**src/rtl/basic_counter_pkg.sv**
```systemverilog
// ---------------------------------------------------------------------------
// basic_counter_pkg
//   Shared definitions for the loadable counter/timer family.
//   - cnt_state_t : controller state encoding (IDLE/RUN/EXPIRED); the unused
//                   code 2'b11 is treated as IDLE by the users of this type.
//   - CNT_W       : default counter/preset width.
// ---------------------------------------------------------------------------
package basic_counter_pkg;

  localparam int CNT_W = 4;

  typedef enum logic [1:0] {
    ST_IDLE    = 2'b00,
    ST_RUN     = 2'b01,
    ST_EXPIRED = 2'b10
  } cnt_state_t;

endpackage : basic_counter_pkg

```
**src/rtl/down_timer_unit.sv**
```systemverilog
// ---------------------------------------------------------------------------
// down_timer_unit
//   Loadable, cascadable down-counter/timer. A preset is loaded and counted
//   down to zero. Stepping past zero is an underflow: it raises a one-cycle
//   registered borrow pulse, and then the preset is either reloaded
//   (auto-reload mode) or the timer parks in EXPIRED (one-shot mode).
//
//   Ports
//     i_clk     : clock, all state changes on the rising edge
//     i_mr_n    : master reset, asynchronous, active-low
//     i_load_n  : synchronous preset load, active-low (valid in any state)
//     i_en      : count enable, active-high
//     i_ci      : cascade input from an upstream stage, tie 1 if unused
//     i_reload  : underflow mode, 1 = auto-reload, 0 = one-shot
//     i_d       : preset value (W bits)
//     o_q       : current count (registered)
//     o_bo      : borrow-out, one-cycle pulse after each underflow edge
//     o_run     : high while counting
//     o_done    : high while a one-shot run has expired
// ---------------------------------------------------------------------------
module down_timer_unit
  import basic_counter_pkg::*;
#(
  parameter int W = CNT_W
) (
  input  logic         i_clk,
  input  logic         i_mr_n,
  input  logic         i_load_n,
  input  logic         i_en,
  input  logic         i_ci,
  input  logic         i_reload,
  input  logic [W-1:0] i_d,
  output logic [W-1:0] o_q,
  output logic         o_bo,
  output logic         o_run,
  output logic         o_done
);

  cnt_state_t   r_state;
  logic [W-1:0] r_q;
  logic [W-1:0] r_p;
  logic         r_bo;

  cnt_state_t   w_state_next;
  logic [W-1:0] w_q_next;
  logic [W-1:0] w_p_next;
  logic         w_bo_next;
  logic         w_step;

  // A step only happens while counting and both enables agree.
  assign w_step = (r_state == ST_RUN) && i_en && i_ci;

  always_comb begin
    w_state_next = r_state;
    w_q_next     = r_q;
    w_p_next     = r_p;
    w_bo_next    = 1'b0;

    if (!i_load_n) begin
      // Load beats a coincident underflow: no borrow, no reload of old P.
      w_q_next     = i_d;
      w_p_next     = i_d;
      w_state_next = ST_RUN;
    end else begin
      case (r_state)
        ST_RUN: begin
          if (w_step) begin
            if (r_q != '0) begin
              w_q_next = r_q - W'(1);
            end else begin
              // Underflow is handled explicitly so Q never wraps to all-ones.
              w_bo_next = 1'b1;
              if (i_reload) begin
                w_q_next = r_p;
              end else begin
                w_q_next     = '0;
                w_state_next = ST_EXPIRED;
              end
            end
          end
        end
        ST_IDLE, ST_EXPIRED: begin
          // Steps are ignored; only a load or reset leaves these states.
        end
        default: begin
          // Unused encoding falls back to IDLE.
          w_state_next = ST_IDLE;
        end
      endcase
    end
  end

  always_ff @(posedge i_clk or negedge i_mr_n) begin
    if (!i_mr_n) begin
      r_state <= ST_IDLE;
      r_q     <= '0;
      r_p     <= '0;
      r_bo    <= 1'b0;
    end else begin
      r_state <= w_state_next;
      r_q     <= w_q_next;
      r_p     <= w_p_next;
      r_bo    <= w_bo_next;
    end
  end

  assign o_q    = r_q;
  assign o_bo   = r_bo;
  assign o_run  = (r_state == ST_RUN);
  assign o_done = (r_state == ST_EXPIRED);

endmodule : down_timer_unit

```
**config.mk**
```make
export PLATFORM = sky130hd
export DESIGN_NAME = down_timer_unit
export DESIGN_NICKNAME = d
export VERILOG_FILES = /design/src/rtl/basic_counter_pkg.sv /design/src/rtl/down_timer_unit.sv
export SDC_FILE = /design/constraint.sdc
export NUM_CORES = 1
export LEC_CHECK = 0
export ABC_AREA = 1
export CORE_UTILIZATION = 40
export DETAILED_ROUTE_END_ITERATION = 8
export PLACE_DENSITY = 0.69
export SLEW_MARGIN = 20
export SYNTH_ARGS = -nofsm -noshare
export SYNTH_HDL_FRONTEND = slang
export SYNTH_SLANG_ARGS = --single-unit
export TNS_END_PERCENT = 30
```
**constraint.sdc**
```tcl
create_clock -name i_clk -period 1.1 [get_ports i_clk]
set_input_delay 0.165 -clock i_clk [delete_from_list [all_inputs] [get_ports i_clk]]
set_output_delay 0.165 -clock i_clk [all_outputs]
set_load 0.02 [all_outputs]
```
# Word level (Yosys, flattened, before mapping)
# Index checks and enable logic that the tools add are counted.
# word_totals
ff_bits	11
input_bits	10
output_inout_bits	7
word_cells	34
# op_classes
addsub	1
eq_ne	8
muxes	14
reduce_logical	7
# ops
cell	count
4-bit 2-to-1 mux	5
2-bit 2-to-1 mux	4
3-bit != test (second input constant)	2
1-bit 2-to-1 mux	4
2-bit by 1-bit != test with 1-bit output (second input constant)	2
2-bit case mux with 2 select lines	1
4-bit AND reduction	1
4-bit nonzero test	1
4-bit by 1-bit subtractor with 4-bit output (second input constant)	1
3-bit by 2-bit != test with 1-bit output (second input constant)	1
2-bit by 1-bit equality test with 1-bit output (second input constant)	1
2-bit equality test (second input constant)	1
1-bit logical AND	2
2-bit logical NOT	1
2-bit != test (second input constant)	1
2-bit AND reduction	1
2-bit OR reduction	1

# Longest topological paths before layout
# Gate-level depths: netlist of the first run.
# logic_depth
depth_word	6
mapped_depth	7
depth_no_buf	7

# Worst setup path before layout of the first run
# No wires, ideal clock.
# synth_timing
path_kind	register -> register
from	register r_q[0] (netlist: o_q[0])
to	register r_q[2] (netlist: o_q[2])
setup_time_ps	134
arrival_time_ps	1113
required_time_ps	966
path_slack_ps	-147
stages_incl_launch_ff	7
path_buffers	0
synth_period_minus_slack_ps	1247
cell_sequence	dfrtp_1 > inv_1 > ha_1 > nand2_1 > a21oi_1 > o21ai_0 > o211ai_1
# synth_via
elab_chain_len	5
elab_cells_between_ends	6
classes_between	add/sub (1); mux (4); reduce/logical (1)
# synth_lines
element	line_no	text
from (decl)	down_timer_unit.sv:40	logic [W-1:0] r_q;
from (signal assigned)	down_timer_unit.sv:101	r_q <= w_q_next;
4-bit by 1-bit subtractor with 4-bit output or 4-bit nonzero test (tied branches)	down_timer_unit.sv:69, down_timer_unit.sv:68	
4-bit 2-to-1 mux *	down_timer_unit.sv:68	if (r_q != '0) begin
4-bit 2-to-1 mux *	down_timer_unit.sv:67	if (w_step) begin
4-bit 2-to-1 mux *	down_timer_unit.sv:65	case (r_state)
4-bit 2-to-1 mux *	down_timer_unit.sv:59	if (!i_load_n) begin
# Mark *: on every way between the ends. The rest lies on a longest branch, timed or not. The select of a mux whose other input is x is not followed.
# A chain may end at the register's enable or synchronous reset.

# Final worst setup path of the first run
# layout_timing
from	register r_state[1]
to	register r_q[3] (netlist: o_q[3])
# layout_via
elab_chain_len	5
elab_cells_between_ends	6
classes_between	eq/ne (3); reduce/logical (3)
# layout_lines
element	line_no	text
from (decl)	down_timer_unit.sv:39	cnt_state_t r_state;
from (signal assigned)	down_timer_unit.sv:100	r_state <= w_state_next;
2-bit by 1-bit equality test with 1-bit output *	down_timer_unit.sv:51, down_timer_unit.sv:65	
1-bit logical AND (2 in series)	down_timer_unit.sv:51	assign w_step = (r_state == ST_RUN) && i_en && i_ci;
2-bit by 1-bit != test with 1-bit output (no line)	-	
2-bit AND reduction (no line) *	-	
# Mark *: on every way between the ends. The rest lies on a longest branch, timed or not.

==> impl_metrics.env, run 1 <==
export IMPL_die_height_um=40.5
export IMPL_netlist_area_um2=593
export IMPL_antenna_cells=0
export IMPL_synth_top_area_share_pct=46.4
export IMPL_dpl_hpwl_um=972
export IMPL_antenna_found_initial=0
export IMPL_ys_seq_area_share_pct=46.4
export IMPL_dieArea_mm2=0.00164
export IMPL_ys_seq_elements=11
export IMPL_path_max_fanout=7
export IMPL_fin_ws_ns=-0.0460
export IMPL_dieWidth_um=40.5
export IMPL_nNetsFinal=124
export IMPL_ff2ff_path_depth=7
export IMPL_clock_sinks=11
export IMPL_yosysWarnings=0
export IMPL_start_util_pct=44.5
export IMPL_io_pins=17
export IMPL_syn_num_nets=91
export IMPL_clockRootBuffer="clkbuf_4"
export IMPL_numCtsBuffers=3
export IMPL_path_clk_slew_ns=0.07
export IMPL_violations="negative setup slack"
export IMPL_drc_errors=0
export IMPL_hold_class="in2async"
export IMPL_rsz0062_at_grt="yes"
export IMPL_cts_tree="done"
export IMPL_synthToLayoutAreaGrowth_pct=53.0
export IMPL_drt_iter0_drc=5
export IMPL_fin_worst_hold_slack_ns=0.186
export IMPL_core_area_mm2=0.00133
export IMPL_r2r_start="r_state[1]"
export IMPL_grt_start_max_net_pins=12
export IMPL_outcome="complete, but fails checks"
export IMPL_post_place_ws_ns=-0.228
export IMPL_post_synth_cell_area_avg_um2=7.41
export IMPL_required_ns=1.26
export IMPL_tightest_slew_ns=0.157
export IMPL_grt_pass1_wl_um=2060
export IMPL_cp_startpoint="r_state[1]"
export IMPL_grt_overflow_total=0
export IMPL_p_leak_nw=0.464
export IMPL_maxCapViolations=0
export IMPL_grt_pass1_vias=505
export IMPL_netlist_instances=80
export IMPL_yosysTopAreaCell="dfrtp_1"
export IMPL_rrSetupSlack_ns=-0.05
export IMPL_dr_total_vias=603
export IMPL_fin_crit_sh_pct=104
export IMPL_grt_use_total_pct=19.5
export IMPL_critPathCapture="o_q[3]"
export IMPL_io_buffers=16
export IMPL_startpoint_type="flip-flop"
export IMPL_r2r_end="o_q[3]"
export IMPL_rows=13
export IMPL_routabilityCongestion=0.748
export IMPL_htreeDepth=1
export IMPL_routedWlPerCell_um=10.5
export IMPL_hold_viol=0
export IMPL_ant_nets=0
export IMPL_p_per_area_mw_per_mm2=1240
export IMPL_finClkSkew_ns=0.000799
export IMPL_critPathKind="reg2reg"
export IMPL_slew_violations=0
export IMPL_clock_path_buffers=2
export IMPL_viasPerCell=4.75
export IMPL_utilization_pct=68.0
export IMPL_finalSetupViolations=7
export IMPL_most_common_layout_cells="nand2_1 (24), nor2_1 (13), buf_4 (12)"
export IMPL_timing_setup_tns_ns=-0.168
export IMPL_irDropWorstVdd_mv=0.730
export IMPL_arrival_ns=1.31
export IMPL_endpoint_kind="flip-flop"
export IMPL_yosysUniqueCellTypes=15
export IMPL_netlist_top_cells_area="dfrtp_1 (46%), nand2_1 (16%), nor2_1 (9.5%)"
export IMPL_cts_hold_buffers=0
export IMPL_fin_crit_ns=1.15
export IMPL_slew_headroom_pct=89.5
export IMPL_fmax_ghz=0.873
export IMPL_clk_latency_ns=0.27
export IMPL_firstDrtPassIters=4
export IMPL_final_common_cell="nand2_1"
export IMPL_drive_gt1_share_pct=36.6
export IMPL_wirelength_um=1340
## registers in the layout, indices dropped and copies added, names as in the netlist
signal / flops
o_bo: 1
r_p: 4
r_state: 2
o_q: 4
## routing by layer
layer | part of all wire (%) | up-vias | wire length [um] | global-route usage (%)
met5 | 0 | - | 0 | 0
met4 | 1.4 | 0 | 19 | 7.50
met3 | 5.2 | 4 | 69 | 6.67
met2 | 49 | 15 | 655 | 32.9
met1 | 44 | 273 | 592 | 22.2
li1 | - | 311 | - | -
## worst min-delay path by stage
stage / startpoint / end / slack, ns / depth (start not counted)
CTS: i_mr_n / r_state[0] / 0.19 / 2
detailed placement: r_p[1] / r_p[1] / 0.46 / 2
global route: i_mr_n / r_p[2] / 0.22 / 2
global placement: r_p[1] / r_p[1] / 0.46 / 2
finish: i_mr_n / o_bo / 0.19 / 2
floorplan: i_mr_n / o_bo / -0.13 / 0
## critical path: stages, from the launching register on
cell and delay (ns):
dfrtp_1 0.41, nor2_4 0.13, buf_6 0.11, nand2_4 0.06
nand2_4 0.11, nand2_1 0.06, nor2_1 0.10, a21oi_1 0.07
## synth_stat cells, drive strengths merged
cell type  instances
a21oi              3
buf                1
dfrtp             11
ha                 1
inv               11
nand2             28
nand3              4
nor2              16
nor3               1
o211ai             1
o21ai              3
## per-stage QoR
stage / power, mW / instances / cell area (um^2)
after detailed placement: 0.833 / 121 / 865
final: 1.13 / 127 / 907
after CTS: 1.11 / 125 / 887
after global placement: 0.824 / 121 / 865
after global routing: 1.20 / 127 / 907
after floorplan: 0.671 / 80 / 611
## kinds of logic (layout without fill, tap and decap cells)
| logic type | Yosys count | in the layout | share of synthesized area (%) |
|---|---|---|---|
| flip-flops | 11 | 11 | 46.4 |
| AO/OA/AOI/OAI | 7 | 7 | 6.96 |
| adder cells (fa/ha/maj) | 1 | 1 | 2.11 |
| buffers and inverters | 12 | 44 | 8.65 |
| AND/OR/NAND/NOR | 49 | 49 | 35.9 |
## power by group
part | switching [mW] | internal [mW]
logic | 0.194 | 0.178
clock network | 0.146 | 0.140
registers | 0.0251 | 0.445
total | 0.365 | 0.763
## cell type report
class / count / area [um^2]
tap: 15 / 18.8
fill: 122 / 427
multi-input combinational: 57 / 302
sequential: 11 / 278
clock buffer: 4 / 26.3
timing repair buffer: 29 / 239
inverter: 11 / 43.8
## timing repair
item                                    CTS  global route
pin swaps                                 1             5
resized for setup                        30            12
buffers inserted                          0             2
endpoints found under the setup margin   12            11
No activity file was read; power rests on OpenSTA's default activity.
==> inputs of run 2 (changes only) <==
--- a/config.mk
+++ b/config.mk
@@ -7,6 +7,7 @@
 export LEC_CHECK = 0
 export ABC_AREA = 1
 export CORE_UTILIZATION = 40
+export CTS_CLUSTER_SIZE = 12
 export DETAILED_ROUTE_END_ITERATION = 8
 export PLACE_DENSITY = 0.69
 export SLEW_MARGIN = 20
==> results of run 2 <==
No change in the layout: final DEF, timing and power equal those of run 1.
